===== config.mk =====
export PLATFORM = sky130hd
export DESIGN_NAME = axi4_stream_reader_v3_flat
export DESIGN_NICKNAME = d
export VERILOG_FILES = /design/src/rtl/axi4_stream_reader_v3_if.sv /design/src/rtl/axi4_stream_reader_v3.sv /design/src/flat_wrapper.sv
export SDC_FILE = /design/constraint.sdc
export NUM_CORES = 1
export LEC_CHECK = 0
export CORE_MARGIN = 5
export CORE_UTILIZATION = 40
export CTS_BUF_LIST = sky130_fd_sc_hd__clkbuf_8
export CTS_CLUSTER_DIAMETER = 30
export DETAILED_ROUTE_END_ITERATION = 10
export DONT_BUFFER_PORTS = 1
export HOLD_SLACK_MARGIN = 0.02
export SETUP_SLACK_MARGIN = 0.1
export SLEW_MARGIN = 20
export SYNTH_ARGS = -nofsm -noshare
export SYNTH_HDL_FRONTEND = slang
export SYNTH_SLANG_ARGS = --single-unit

===== constraint.sdc =====
create_clock -name S_AXIS_ACLK -period 5.6 [get_ports S_AXIS_ACLK]
set_clock_uncertainty 0.05 [all_clocks]
set_input_delay 0.28 -clock S_AXIS_ACLK [delete_from_list [all_inputs] [get_ports S_AXIS_ACLK]]
set_output_delay 0.28 -clock S_AXIS_ACLK [all_outputs]
set_load 0.1 [all_outputs]

===== src/rtl/axi4_stream_reader_v3_if.sv =====
// AXI4-Stream slave-side bundle for the stream reader FIFO.
// The master drives the payload and TVALID; the slave answers with TREADY.
interface axi4_stream_reader_v3_if #(
  parameter int C_S_AXIS_TDATA_WIDTH = 32
);
  logic                                S_AXIS_TREADY;
  logic [C_S_AXIS_TDATA_WIDTH-1:0]     S_AXIS_TDATA;
  logic [(C_S_AXIS_TDATA_WIDTH/8)-1:0] S_AXIS_TSTRB;
  logic                                S_AXIS_TLAST;
  logic                                S_AXIS_TVALID;

  modport master (
    output S_AXIS_TDATA, S_AXIS_TSTRB, S_AXIS_TLAST, S_AXIS_TVALID,
    input  S_AXIS_TREADY
  );

  modport slave (
    input  S_AXIS_TDATA, S_AXIS_TSTRB, S_AXIS_TLAST, S_AXIS_TVALID,
    output S_AXIS_TREADY
  );
endinterface


===== src/rtl/axi4_stream_reader_v3.sv =====
// AXI4-Stream slave feeding a first-word-fall-through FIFO with a simple pop interface.
// Also counts popped end-of-packet words.
module axi4_stream_reader_v3 #(
  parameter int C_S_AXIS_TDATA_WIDTH = 32,
  parameter int C_FIFO_DEPTH_LOG2    = 4
) (
  input  logic                                S_AXIS_ACLK,
  input  logic                                S_AXIS_ARESET,
  axi4_stream_reader_v3_if.slave              s_axis,
  input  logic                                ready,
  output logic                                data_valid,
  output logic [C_S_AXIS_TDATA_WIDTH-1:0]     data,
  output logic [(C_S_AXIS_TDATA_WIDTH/8)-1:0] data_strb,
  output logic                                data_last,
  output logic [C_FIFO_DEPTH_LOG2:0]          level,
  output logic [15:0]                         packet_count
);

  localparam int STRB_W = C_S_AXIS_TDATA_WIDTH / 8;
  localparam int DEPTH  = 2 ** C_FIFO_DEPTH_LOG2;
  localparam int PTR_W  = C_FIFO_DEPTH_LOG2;
  localparam int LVL_W  = C_FIFO_DEPTH_LOG2 + 1;
  localparam logic [LVL_W-1:0] DEPTH_LVL = LVL_W'(DEPTH);

  logic [C_S_AXIS_TDATA_WIDTH-1:0] mem_data_q [DEPTH];
  logic [STRB_W-1:0]               mem_strb_q [DEPTH];
  logic                            mem_last_q [DEPTH];

  logic [PTR_W-1:0] wr_ptr_q, wr_ptr_d;
  logic [PTR_W-1:0] rd_ptr_q, rd_ptr_d;
  logic [LVL_W-1:0] level_q, level_d;
  logic [15:0]      packet_count_q, packet_count_d;
  logic             tready_q, tready_d;
  logic             wr_en;
  logic             pop_en;

  // Pop only sees what was stored before this edge, so a fresh word cannot bypass.
  always_comb begin
    wr_en          = s_axis.S_AXIS_TVALID && tready_q;
    pop_en         = ready && (level_q != '0);
    wr_ptr_d       = wr_ptr_q;
    rd_ptr_d       = rd_ptr_q;
    level_d        = level_q;
    packet_count_d = packet_count_q;

    if (wr_en) begin
      wr_ptr_d = wr_ptr_q + PTR_W'(1);
    end
    if (pop_en) begin
      rd_ptr_d = rd_ptr_q + PTR_W'(1);
      if (mem_last_q[rd_ptr_q]) begin
        packet_count_d = packet_count_q + 16'd1;
      end
    end

    case ({wr_en, pop_en})
      2'b10:   level_d = level_q + LVL_W'(1);
      2'b01:   level_d = level_q - LVL_W'(1);
      default: level_d = level_q;
    endcase

    tready_d = (level_d < DEPTH_LVL);
  end

  always_ff @(posedge S_AXIS_ACLK) begin
    if (S_AXIS_ARESET) begin
      wr_ptr_q       <= '0;
      rd_ptr_q       <= '0;
      level_q        <= '0;
      packet_count_q <= '0;
      tready_q       <= 1'b0;
    end else begin
      wr_ptr_q       <= wr_ptr_d;
      rd_ptr_q       <= rd_ptr_d;
      level_q        <= level_d;
      packet_count_q <= packet_count_d;
      tready_q       <= tready_d;
    end
  end

  // Storage is deliberately left out of reset; stale entries are unreachable once pointers clear.
  always_ff @(posedge S_AXIS_ACLK) begin
    if (wr_en) begin
      mem_data_q[wr_ptr_q] <= s_axis.S_AXIS_TDATA;
      mem_strb_q[wr_ptr_q] <= s_axis.S_AXIS_TSTRB;
      mem_last_q[wr_ptr_q] <= s_axis.S_AXIS_TLAST;
    end
  end

  assign s_axis.S_AXIS_TREADY = tready_q;
  assign data_valid           = (level_q != '0);
  assign data                 = mem_data_q[rd_ptr_q];
  assign data_strb            = mem_strb_q[rd_ptr_q];
  assign data_last            = mem_last_q[rd_ptr_q];
  assign level                = level_q;
  assign packet_count         = packet_count_q;

endmodule


===== src/flat_wrapper.sv =====
// flat-port wrapper written by rule: the top's interface ports become plain ports
module axi4_stream_reader_v3_flat 
#(
  parameter int C_S_AXIS_TDATA_WIDTH = 32,
  parameter int C_FIFO_DEPTH_LOG2    = 4
)
  (S_AXIS_ACLK, S_AXIS_ARESET, ready, data_valid, data, data_strb, data_last, level, packet_count, s_axis_S_AXIS_TDATA, s_axis_S_AXIS_TSTRB, s_axis_S_AXIS_TLAST, s_axis_S_AXIS_TVALID, s_axis_S_AXIS_TREADY);
  axi4_stream_reader_v3_if #(.C_S_AXIS_TDATA_WIDTH(C_S_AXIS_TDATA_WIDTH)) s_axis_i ();
  input  logic S_AXIS_ACLK;
  input  logic S_AXIS_ARESET;
  input  logic ready;
  output logic data_valid;
  output logic [C_S_AXIS_TDATA_WIDTH-1:0] data;
  output logic [(C_S_AXIS_TDATA_WIDTH/8)-1:0] data_strb;
  output logic data_last;
  output logic [C_FIFO_DEPTH_LOG2:0] level;
  output logic [15:0] packet_count;
  input wire logic [$bits(s_axis_i.S_AXIS_TDATA)-1:0] s_axis_S_AXIS_TDATA;
  input wire logic [$bits(s_axis_i.S_AXIS_TSTRB)-1:0] s_axis_S_AXIS_TSTRB;
  input wire logic [$bits(s_axis_i.S_AXIS_TLAST)-1:0] s_axis_S_AXIS_TLAST;
  input wire logic [$bits(s_axis_i.S_AXIS_TVALID)-1:0] s_axis_S_AXIS_TVALID;
  output wire logic [$bits(s_axis_i.S_AXIS_TREADY)-1:0] s_axis_S_AXIS_TREADY;
  assign s_axis_i.S_AXIS_TDATA = s_axis_S_AXIS_TDATA;
  assign s_axis_i.S_AXIS_TSTRB = s_axis_S_AXIS_TSTRB;
  assign s_axis_i.S_AXIS_TLAST = s_axis_S_AXIS_TLAST;
  assign s_axis_i.S_AXIS_TVALID = s_axis_S_AXIS_TVALID;
  assign s_axis_S_AXIS_TREADY = s_axis_i.S_AXIS_TREADY;
  axi4_stream_reader_v3 #(.C_S_AXIS_TDATA_WIDTH(C_S_AXIS_TDATA_WIDTH), .C_FIFO_DEPTH_LOG2(C_FIFO_DEPTH_LOG2)) u_core (.S_AXIS_ACLK(S_AXIS_ACLK), .S_AXIS_ARESET(S_AXIS_ARESET), .s_axis(s_axis_i), .ready(ready), .data_valid(data_valid), .data(data), .data_strb(data_strb), .data_last(data_last), .level(level), .packet_count(packet_count));
endmodule

Yosys cells after proc, flatten, opt, wreduce, memory -nomap -nowiden
Memory sizes are Yosys's and may differ from the RTL's. A register that Yosys moved wholly into a read port is not among the register bits.
Cells that the tools add are included.
{ "word_totals": {"regBits": 30, "ram_bits": 592, "input_bits": 41, "output_inout_bits": 60, "wordCells": 29, "n_memories": 3} }
{ "op_classes": {"n_addsub": 5, "n_lt_le_gt_ge": 1, "eq_ne": 2, "mux": 9, "n_reduce_logical": 4} }
{ "memory_table": {"columns": ["name", "words", "word_bits", "read_ports", "rd_ports_with_merged_regs", "wr", "line_no", "source"], "rows": [
  ["u_core.mem_data_q", 16, 32, 1, 1, 1, "axi4_stream_reader_v3.sv:25", "logic [C_S_AXIS_TDATA_WIDTH-1:0] mem_data_q [DEPTH];"],
  ["u_core.mem_strb_q", 16, 4, 1, 1, 1, "axi4_stream_reader_v3.sv:26", "logic [STRB_W-1:0] mem_strb_q [DEPTH];"],
  ["u_core.mem_last_q", 16, 1, 1, 1, 1, "axi4_stream_reader_v3.sv:27", "logic mem_last_q [DEPTH];"]
]} }
{ "op_table": {"columns": ["cell", "count"], "rows": [
  ["2-to-1 mux 4 bit", 6],
  ["adder 16 x 1 -> 16 bit, second input constant", 1],
  ["one-hot mux 5 bit (2 select lines)", 1],
  ["adder 4 x 1 -> 4 bit, second input constant", 2],
  ["adder 5 x 1 -> 5 bit, second input constant", 1],
  ["< comparator 5 bit, second input constant", 1],
  ["nonzero test 5 bit", 1],
  ["subtractor 5 x 1 -> 5 bit, second input constant", 1],
  ["equality test 2 x 1 -> 1 bit, second input constant", 1],
  ["equality test 2 bit, second input constant", 1],
  ["logical AND 1 bit", 2],
  ["2-to-1 mux 1 bit", 2],
  ["AND reduction 2 bit", 1]
]} }

Longest topological paths before layout
Gate-level depths: netlist of the first run.
{ "depth": {"word_depth": 5, "ltp_mapped": 13, "ltp_nobuf": 11} }

Worst setup path after synthesis of the first run
No wires, ideal clock.
{ "synth_timing": {"kind": "register to register", "start": "register u_core.level_q[1], in the netlist u_core.level[1]", "end": "register u_core.level_q[3], in the netlist u_core.level[3]", "setup_time_ns": 0.070, "arrival_time_ns": 3.168, "required_time_ns": 5.480, "path_slack_ns": 2.312, "path_stages_with_launch": 12, "path_buffers": 2, "synth_period_minus_slack_ns": 3.288, "cell_sequence": "dfxtp_1 > buf_6 > or2_1 > o41ai_4 > inv_1 > ha_1 > clkbuf_2 > or3b_2 > a21boi_0 > nor3_1 > or3b_2 > a21oi_1"} }
{ "synth_between": {"elab_chain_len": 4, "elab_cells_between_ends": 7, "classes_between": "add/sub: 2; eq/ne: 2; mux: 1; reduce/logical: 2"} }
{ "synth_rtl": {"columns": ["element", "line_no", "source"], "rows": [
  ["from (decl)", "axi4_stream_reader_v3.sv:31", "logic [LVL_W-1:0] level_q, level_d;"],
  ["from (signal assigned)", "axi4_stream_reader_v3.sv:75", "level_q <= level_d;"],
  ["parallel branches: the longest is 3 deep, another holds subtractor 5 x 1 -> 5 bit", null, null],
  ["one-hot mux 5 bit (2 select lines) (*)", "axi4_stream_reader_v3.sv:56", "case ({wr_en, pop_en})"]
]} }
Mark *: on every way between the ends.
A chain may end at the register's enable or synchronous reset.

==> out/results.tsv, run 1 <==
stage	metric	value	unit
flow_run	drv_cap	0	
clocking	cts_setup_buffers	0	
floorplan	ios	101	
power_and_ir_drop	p_seq_share	41.6	%
floorplan	die_h	255.8	um
outcome	outcome	complete, no violations	
drt	post_drt_wl_per_cell	24.68	um
grt	grt_pass1_wl	77390	um
grt	grt_pass1_vias	11990	
setup_path	crit_required	5.27	ns
grt	grt_max_degree	98	
clocking	clock_latency	0.75	ns
grt	overflow	0	
power_and_ir_drop	power.switching	3969	uW
drt	dr.pass1.iters	5	
setup_path	endpoint_kind	primary output	
yosys	synthCells	1057	
placement	portBuffers	0	
power_and_ir_drop	fin_total_pwr	13170	uW
drt	ant_nets	0	
setup_path	arrival	3.56	ns
floorplan	design.core.area	0.06013	mm2
power_and_ir_drop	p_leak	0.008878	uW
sta	fin_crit_sh	69.52	%
cells_and_area	finalNetCount	1251	
power_and_ir_drop	combPwrFrac	19.1	%
grt	grt_use_total	15.85	%
floorplan	die-area	0.06543	mm2
sta	maxSlewViolCount	0	
placement	dp_hpwl	26960	um
drt	vias	11120	
yosys	ys_seq_area_share	76.38	%
clocking	cts_tree	built	
cells_and_area	final_common_cell	edfxtp_1	
sta	finalSetupTns	0	ns
sta	finalSetupViolCount	0	
sta	finalCriticalPeriod	3.893	ns
clocking	htree_levels	4	
power_and_ir_drop	sw_frac_of_total	30.14	%
yosys	synth-edff-count	592	
sta	holdWs	0.3030	ns
yosys	ys_warn_count	0	
yosys	synth-async-reset-ratio	0	%
sta	final-hold-violation-count	0	
yosys	synthesis.area	0.02417	mm2
sta	max_freq	256.9	MHz
floorplan	die_x	255.8	um
cells_and_area	final_cell_mix	592 x edfxtp_1, 180 x mux4_2, 133 x clkbuf_8	
power_and_ir_drop	ir_drop	287.6	uV
yosys	ys_types	49	
drt	routed_wirelength	51480	um
clocking	clk_pin_slew_worst_paths	0.06	ns
sta	rsz0062_at_grt	no	
grt	antenna_found_initial	7	
placement	dp_slack	2.105	ns
placement	place_congestion	0.7228	
yosys	ys_ff_latch	626	
power_and_ir_drop	power_frac_clock	39.3	%
yosys	postSynthAreaPerCell	22.86	um2
sta	finalWorstSetupSlack	1.707	ns
power_and_ir_drop	internal-power	9199	uW
setup_path	cp_max_fo	32	
clocking	cts_root_buf	clkbuf_8	
sta	worst_pin_slew	1.140	ns
clocking	cts.sinks	626	
clocking	cts_buffers	132	
cells_and_area	syn2layout_area_growth	17.56	%
setup_path	worst_setup_path_start_kind	flip-flop	
yosys	synth_fp_nets	1108	
min_path	min_path_type	primary input to flip-flop	
sta	slew_headroom	23.86	%
clocking	cts_buffer_depth	3	
drt	drc_errors	0	
drt	drt_iter0_markers	703	
setup_path	critPathKind	flip-flop to primary output	
floorplan	initial_core_util	40.19	%
cells_and_area	layout-drive-gt1-share	33.49	%
yosys	ys.flop_type	edfxtp_1	
floorplan	rows	90	
drt	via_per_inst	5.333	
power_and_ir_drop	power_density	463.5	mW/mm2
-- power groups by stage --
stage | Combinational, uW | Sequential [uW] | Clock, uW
CTS | 2570 | 5490 | 5310
finish | 2510 | 5480 | 5170
detailed placement | 2480 | 5580 | 0
floorplan | 2190 | 5490 | 0
global placement | 2470 | 5580 | 0
global route | 2670 | 5500 | 5550
-- flip-flops by register name, indices dropped and copies added (netlist names), named ones only --
name and flops:
u_core.level 4, u_core.mem_data_q 512, u_core.mem_last_q 16, u_core.mem_strb_q 64, u_core.packet_count 16, u_core.rd_ptr_q 4, u_core.s_axis.S_AXIS_TREADY 1, u_core.wr_ptr_q 4
-- routing by layer --
layer / part of all wire [%] / GRT usage, % / vias to the layer above / routed length, um
li1: - / - / 4807 / -
met1: 43 / 21.17 / 5927 / 22050
met2: 49 / 25.00 / 296 / 25200
met3: 6.2 / 4.903 / 90 / 3188
met4: 2.0 / 5.442 / 4 / 1014
met5: 0.052 / 0 / - / 27
-- worst paths after layout --
check                                  startpoint                         endpoint  slack, ns  cells after the start
setup / recovery                        flip-flop                         data[27]       1.71                      3
hold / removal               s_axis_S_AXIS_TVALID  u_core.wr_ptr_q[1]$_SDFFE_PP0P_       0.30                      3
setup reg to reg     u_core.level[0]$_SDFFE_PP0N_     u_core.level[3]$_SDFFE_PP0N_       2.21                      9
hold reg to reg   u_core.rd_ptr_q[1]$_SDFFE_PP0N_                        flip-flop       0.44                      2
-- cell usage after synthesis, types with 2 or more instances --
cell type | n | area share (%)
buf_1 | 7 | 0.11
o21ai_0 | 9 | 0.19
mux2_1 | 3 | 0.14
a211o_1 | 2 | 0.072
and2_1 | 13 | 0.34
buf_6 | 3 | 0.14
mux4_2 | 180 | 17
buf_2 | 11 | 0.23
a21boi_0 | 3 | 0.093
edfxtp_1 | 592 | 74
a21oi_1 | 17 | 0.35
ha_1 | 10 | 0.52
or3b_2 | 2 | 0.072
nand4_1 | 2 | 0.052
a211oi_1 | 2 | 0.062
buf_4 | 11 | 0.34
xor2_1 | 7 | 0.25
nand2_1 | 15 | 0.23
nor2_1 | 26 | 0.40
xnor2_1 | 2 | 0.072
and3_1 | 6 | 0.16
a2111oi_1 | 2 | 0.083
a2111o_1 | 2 | 0.093
nand2b_1 | 2 | 0.052
nor2b_1 | 17 | 0.44
or3_1 | 2 | 0.052
mux2i_1 | 5 | 0.21
nand3_1 | 12 | 0.25
and4_1 | 2 | 0.072
dfxtp_1 | 34 | 2.8
inv_1 | 3 | 0.047
clkbuf_1 | 20 | 0.31
nor3_1 | 3 | 0.062
mux2_2 | 15 | 0.70
-- cell type report --
class                      count  area, um2
fill                        4929      31720
clock inverter               100       1042
multi-input combinational    375       5445
inverter                       3      11.26
timing repair buffer          62      618.1
clock buffer                 133       1831
antenna                        5      12.51
tap                          782      978.4
sequential                   626      18470
-- worst max-delay path: stages (launching register included) --
cell     delay, ns
dfxtp_4       0.82
buf_4         0.54
mux4_2        0.62
mux4_2        0.77
-- metrics by stage --
stage                     cells  util [%]  cell area [um2]
after floorplan            1057         -            24170
after global placement     1806     41.72            25090
after detailed placement   1806     41.73            25090
after CTS                  2081     47.22            28400
after global routing       2082     47.23            28400
final                      2086     47.25            28410
-- cells by family (layout without fill, tap and decap cells) --
logic type / after synthesis / after routing / share of synthesized area (%)
and+or+nand+nor: 108 / 108 / 2.361
AOI/OAI and AO/OA: 45 / 45 / 1.403
buffers and inverters: 56 / 298 / 1.196
adders and majority gates: 10 / 10 / 0.5177
other: 0 / 5 / 0
muxes: 203 / 203 / 17.82
xor gates and xnor gates: 9 / 9 / 0.3262
DFF: 626 / 626 / 76.38
-- repair_timing --
item,in CTS,in global routing
endpoints found under the hold margin,626,0
gates resized for setup,0,0
hold buffers,42,0
Note: power is estimated with default switching activity, not from simulation.
==> run 2, diff against run 1 <==
ABC_AREA = 1   (was unset)
clock period = 3.4 ns   (was 5.6 ns; I/O delays follow)
==> run 2 against run 1 <==
Against the previous run: combinational power increased to 2.6 times the previous value; flip-flop and latch count unchanged; non-clock buffer count increased by 69; critical path type unchanged; critical path depth increased by 4; highest routed layer unchanged; die area increased by 1.6%.
==> out/results.tsv, run 2 <==
stage	metric	value	unit
outcome	outcome	complete, no violations	
cells_and_area	top_regs	u_core.mem_data_q: 512 flops, u_core.mem_strb_q: 64 flops	
cells_and_area	final_cell_mix	592 x edfxtp_1, 330 x nor2_1, 290 x o21ai_0	
clocking	clock_latency	0.70	ns
sta	fin_crit_sh	89.49	%
sta	finalSetupViolCount	0	
sta	finalWorstSetupSlack	0.3573	ns
cells_and_area	top_register	u_core.mem_data_q	
floorplan	die_x	257.9	um
clocking	cts_buffers	117	
sta	worst_pin_slew	1.009	ns
floorplan	die_h	257.9	um
setup_path	cp_max_fo	104	
sta	finalCriticalPeriod	3.043	ns
setup_path	crit_required	3.18	ns
yosys	synthesis.area	0.02458	mm2
cells_and_area	finalNetCount	2026	
sta	rsz0062_at_grt	no	
yosys	ys_seq_area_share	75.09	%
power_and_ir_drop	ir_drop	1010	uV
clocking	cts_setup_buffers	0	
placement	dpl-instance-area	0.02594	mm2
drt	drt_iter0_markers	1677	
clocking	cts_buffer_depth	3	
grt	antenna_found_initial	4	
yosys	synth-async-reset-ratio	0	%
yosys	synth_largest_area_cell	edfxtp_1	
grt	grt_use_total	18.33	%
setup_path	critPathKind	flip-flop to primary output	
grt	grt_max_degree	162	
floorplan	design.core.area	0.06058	mm2
yosys	postSynthAreaPerCell	13.28	um2
cells_and_area	final_common_cell	edfxtp_1	
clocking	clk_pin_slew_worst_paths	0.05	ns
cells_and_area	largest_reg_flops	512	
clocking	cts.sinks	626	
grt	grt_pass1_vias	16090	
yosys	synth_fp_nets	1902	
yosys	ys_ff_latch	626	
yosys	ys_types	30	
yosys	synthCells	1851	
power_and_ir_drop	p_leak	0.009584	uW
yosys	ys_warn_count	0	
min_path	min_path_type	primary input to flip-flop	
yosys	synthMostInstantiatedCell	edfxtp_1	
grt	grt_pass1_wl	94790	um
placement	dp_hpwl	30100	um
yosys	synthTopCellsByCount	592 x edfxtp_1, 346 x nor2_1, 290 x o21ai_0	
drt	via_per_inst	5.611	
yosys	ys.flop_type	edfxtp_1	
sta	max_freq	328.7	MHz
placement	dp_slack	0.7656	ns
yosys	synth_area_leaders	edfxtp_1 72%, o21ai_0 5.9%, nor2_1 5.3%, o221ai_1 4.4%, dfxtp_1 2.8%	
floorplan	ios	101	
cells_and_area	fin_area	0.02883	mm2
yosys	yosysTopAreaCellShare	72.32	%
power_and_ir_drop	power_density	801.0	mW/mm2
clocking	cts_root_buf	clkbuf_8	
floorplan	die-area	0.06651	mm2
drt	drc_errors	0	
drt	ant_nets	0	
setup_path	arrival	2.82	ns
sta	final-hold-violation-count	0	
floorplan	initial_core_util	40.57	%
yosys	synth-edff-count	592	
setup_path	endpoint_kind	primary output	
sta	slew_headroom	32.63	%
drt	post_drt_wl_per_cell	21.99	um
floorplan	rows	90	
sta	maxSlewViolCount	0	
grt	overflow	0	
placement	portBuffers	0	
clocking	cts_tree	built	
cells_and_area	layout-drive-gt1-share	14.23	%
clocking	htree_levels	3	
cells_and_area	syn2layout_area_growth	17.30	%
setup_path	worst_setup_path_start_kind	flip-flop	
flow_run	drv_cap	0	
placement	place_congestion	0.7663	
drt	routed_wirelength	62680	um
drt	dr.pass1.iters	5	
drt	vias	16000	
[run 2: changes by cell type in the layout (fill, tap and decap cells not counted), moves of 15 or more]
cell	previous run	this run
buf_4	17	80
clkbuf_8	133	118
inv_1	22	69
mux2_2	15	0
mux4_2	180	0
nand2_1	15	106
nand3_1	12	85
nor2_1	26	330
nor2_4	0	16
nor2b_1	17	0
o211ai_1	1	20
o21ai_0	9	290
o221ai_1	0	124
o22ai_1	0	20
[run 2: cells by family after synthesis]
kind of cell | count (synthesis) | share of synthesized area [%]
adders and majority gates | 10 | 0.5090
DFF | 626 | 75.09
buffers and inverters | 171 | 3.054
AOI/OAI and AO/OA | 485 | 12.10
xor gates and xnor gates | 6 | 0.2138
and+or+nand+nor | 553 | 9.035
[run 2: cell type report]
| type | instances | area (um2) |
|---|---|---|
| multi-input cells | 1054 | 5500 |
| clock inverters | 92 | 835.8 |
| diodes | 3 | 7.507 |
| flip-flops and latches | 626 | 18490 |
| clock buffers | 118 | 1624 |
| well taps | 782 | 978.4 |
| repair buffers | 131 | 1211 |
| fillers | 5309 | 31750 |
| inverters | 45 | 186.4 |
[run 2: critical path, cell delays in order (launching register included)]
cell      delay [ns]
dfxtp_4         0.38
clkinv_8        0.33
buf_4           0.39
o21ai_0         0.13
o221ai_1        0.25
nand3_1         0.11
nand2_1         0.15
buf_4           0.32
[run 2: where the power goes]
| group | internal, uW | total [uW] | switching, uW | leakage (uW) |
|---|---|---|---|---|
| clock network | 4340 | 7520 | 3180 | 0.00134 |
| logic | 1460 | 6570 | 5110 | 0.00264 |
| registers | 8670 | 9000 | 333 | 0.00561 |
[run 2: metrics by stage]
step | hold WS, ns | total power (uW) | setup TNS (ns) | utilization, % | instances
2_1_floorplan | 0.1820 | 14080 | -81.30 | - | 1851
3_3_place_gp | 0.1880 | 15500 | 0 | 42.82 | 2597
3_5_place_dp | 0.1878 | 15620 | 0 | 42.82 | 2597
4_1_cts | 0.1820 | 23280 | 0 | 47.56 | 2848
5_1_grt | 0.2100 | 24150 | 0 | 47.59 | 2851
6_report | 0.2403 | 23100 | 0 | 47.59 | 2851
[run 2: metal layers]
metal | global-route usage, % | routed length [um]
met2 | 29.83 | 29860
met3 | 4.191 | 4396
met1 | 24.57 | 26730
met4 | 6.185 | 1678
met5 | 0 | 13
[run 2: path summary, 6_finish.rpt]
check                                       start                                      to  cells after the start  slack (ns)
setup / recovery                        flip-flop                                data[22]                      7        0.36
hold / removal                      S_AXIS_ARESET  u_core.s_axis.S_AXIS_TREADY$_SDFF_PP0_                      2        0.24
setup reg to reg     u_core.level[2]$_SDFFE_PP0N_                               flip-flop                     14        0.72
hold reg to reg   u_core.rd_ptr_q[3]$_SDFFE_PP0N_                               flip-flop                      2        0.41
[run 2: repair_timing]
| action | CTS | global route |
|---|---|---|
| resized for setup | 0 | 3 |
| setup endpoints to repair | 0 | 18 |
| hold endpoints to repair | 625 | 0 |
| hold buffers | 41 | 0 |
==> run 3, diff against run 2 <==
CAP_MARGIN = 20   (was unset)
clock period = 3.3 ns   (was 3.4 ns; I/O delays follow)
==> run 3 against run 2 <==
Against the previous run: highest routed layer unchanged; utilization grew 1.3 points; first-iteration DRC count is 22% lower; cell area increased by 2.8%; setup slack got worse by 0.065 ns; global-route usage decreased by 0.085 points; total power grew 9.7%; combinational power rose by 11%.
==> out/results.tsv, run 3 (synthesized netlist as in run 2, its figures left out) <==
stage	metric	value	unit
power_and_ir_drop	sw_frac_of_total	36.14	%
clocking	clock_latency	0.75	ns
drt	vias	16050	
flow_run	drv_cap	0	
sta	slew_headroom	33.66	%
drt	dr.pass1.iters	5	
power_and_ir_drop	ir_drop	1201	uV
clocking	htree_levels	4	
cells_and_area	final_common_cell	edfxtp_1	
placement	place_congestion	0.7718	
clocking	cts_buffer_depth	3	
floorplan	design.core.area	0.06058	mm2
floorplan	die_x	257.9	um
power_and_ir_drop	combPwrFrac	28.8	%
cells_and_area	top_regs	u_core.mem_data_q: 512 flops, u_core.mem_strb_q: 64 flops	
setup_path	cp_max_fo	148	
setup_path	crit_required	3.08	ns
sta	rsz0062_at_grt	yes	
cells_and_area	fin_util	48.92	%
floorplan	initial_core_util	40.57	%
min_path	min_path_type	primary input to flip-flop	
grt	overflow	0	
floorplan	ios	101	
setup_path	reg2reg_depth	14	
grt	grt_use_total	18.25	%
power_and_ir_drop	p_seq_share	36.7	%
outcome	outcome	complete, no violations	
clocking	cts_tree	built	
power_and_ir_drop	power_density	854.7	mW/mm2
drt	routed_wirelength	62500	um
power_and_ir_drop	power.switching	9155	uW
floorplan	die-area	0.06651	mm2
power_and_ir_drop	p_leak	0.009916	uW
clocking	clk_pin_slew_worst_paths	0.05	ns
sta	fin_crit_sh	91.13	%
placement	dp_hpwl	30860	um
grt	grt_pass1_wl	93900	um
cells_and_area	top_register	u_core.mem_data_q	
drt	via_per_inst	5.553	
cells_and_area	syn2layout_area_growth	20.57	%
setup_path	crit_path_end	data_strb[1]	
grt	grt_pass1_vias	15910	
sta	final-hold-violation-count	0	
clocking	cts.sinks	626	
floorplan	die_h	257.9	um
drt	ant_nets	0	
cells_and_area	finalNetCount	2049	
setup_path	rrSetupSlack	0.64	ns
cells_and_area	layout-drive-gt1-share	15.82	%
grt	grt_max_degree	149	
sta	max_freq	332.5	MHz
setup_path	worst_setup_path_start_kind	flip-flop	
setup_path	critPathKind	flip-flop to primary output	
sta	finalSetupTns	0	ns
drt	drt_iter0_markers	1312	
power_and_ir_drop	internal-power	16180	uW
grt	antenna_found_initial	5	
setup_path	endpoint_kind	primary output	
setup_path	arrival	2.79	ns
floorplan	rows	90	
cells_and_area	final_cell_mix	592 x edfxtp_1, 330 x nor2_1, 290 x o21ai_0	
clocking	cts_buffers	134	
drt	post_drt_wl_per_cell	21.63	um
cells_and_area	largest_reg_flops	512	
drt	drc_errors	0	
clocking	cts_root_buf	clkbuf_8	
placement	portBuffers	0	
sta	worst_pin_slew	0.9938	ns
sta	holdWs	0.1873	ns
power_and_ir_drop	power_frac_clock	34.5	%
sta	finalCriticalPeriod	3.007	ns
sta	finalSetupViolCount	0	
sta	maxSlewViolCount	0	
run 3: changes by cell type in the layout (fill, tap and decap cells not counted), sizes merged, moves of 2 or more:
| cell | delta |
|---|---|
| bufinv | +3 |
| inv | -8 |
| clkinv | +14 |
| clkinvlp | +2 |
| clkbuf | +23 |
| buf | +6 |
run 3: worst min path at each step:
stage                        startpoint         to  cells after the start
after floorplan           S_AXIS_ARESET  flip-flop                      1
after global placement    S_AXIS_ARESET  flip-flop                      1
after detailed placement  S_AXIS_ARESET  flip-flop                      1
after CTS                 S_AXIS_ARESET  flip-flop                      2
after global routing      S_AXIS_ARESET  flip-flop                      2
final                     S_AXIS_ARESET  flip-flop                      2
run 3: area by class of cell:
| class | instances | area [um2] |
|---|---|---|
| Fill cell | 5197 | 30940 |
| Sequential cell | 626 | 18490 |
| Multi-Input combinational cell | 1054 | 5500 |
| Clock buffer | 140 | 1927 |
| Timing Repair Buffer | 137 | 1585 |
| Tap cell | 782 | 978.4 |
| Clock inverter | 103 | 953.4 |
| Inverter | 45 | 197.7 |
| Antenna cell | 3 | 7.507 |
run 3: worst max-delay path, cell delays in order (launching register included):
cell and delay (ns):
dfxtp_4 0.38, buf_16 0.49, o21ai_0 0.20, o221ai_1 0.23, nand3_1 0.12, nand2_1 0.21
buf_4 0.33
run 3: power groups by stage:
stage / logic (uW) / clock network, uW / registers (uW)
after floorplan: 4960 / 0 / 9550
after global placement: 6970 / 0 / 9460
after detailed placement: 7050 / 0 / 9470
after CTS: 7230 / 8960 / 9300
after global routing: 7800 / 9360 / 9310
final: 7300 / 8740 / 9290
run 3: repair_timing:
item,CTS,global route
endpoints found under the setup margin,34,17
cloned,0,1
hold endpoints to repair,626,0
gates resized for setup,4,4
hold buffers,40,0
buffers inserted,1,4
run 3: per-stage QoR:
| stage | worst slack [ns] | std cells | area, um2 | total power, uW |
|---|---|---|---|---|
| after floorplan | -0.2961 | 1851 | 24610 | 14510 |
| after global placement | 0.7031 | 2598 | 26240 | 16430 |
| after detailed placement | 0.6574 | 2598 | 26240 | 16520 |
| after CTS | 0.09957 | 2882 | 29550 | 25490 |
| after global routing | 0.05106 | 2889 | 29640 | 26470 |
| final | 0.2926 | 2890 | 29640 | 25330 |
run 3: metal layers:
| metal | track usage [%] | vias to the layer above | wire length (um) |
|---|---|---|---|
| met5 | 0 | - | 27 |
| met4 | 5.829 | 4 | 1308 |
| met3 | 5.363 | 98 | 4422 |
| met2 | 29.69 | 615 | 30500 |
| met1 | 23.80 | 8031 | 26240 |
| li1 | - | 7300 | - |
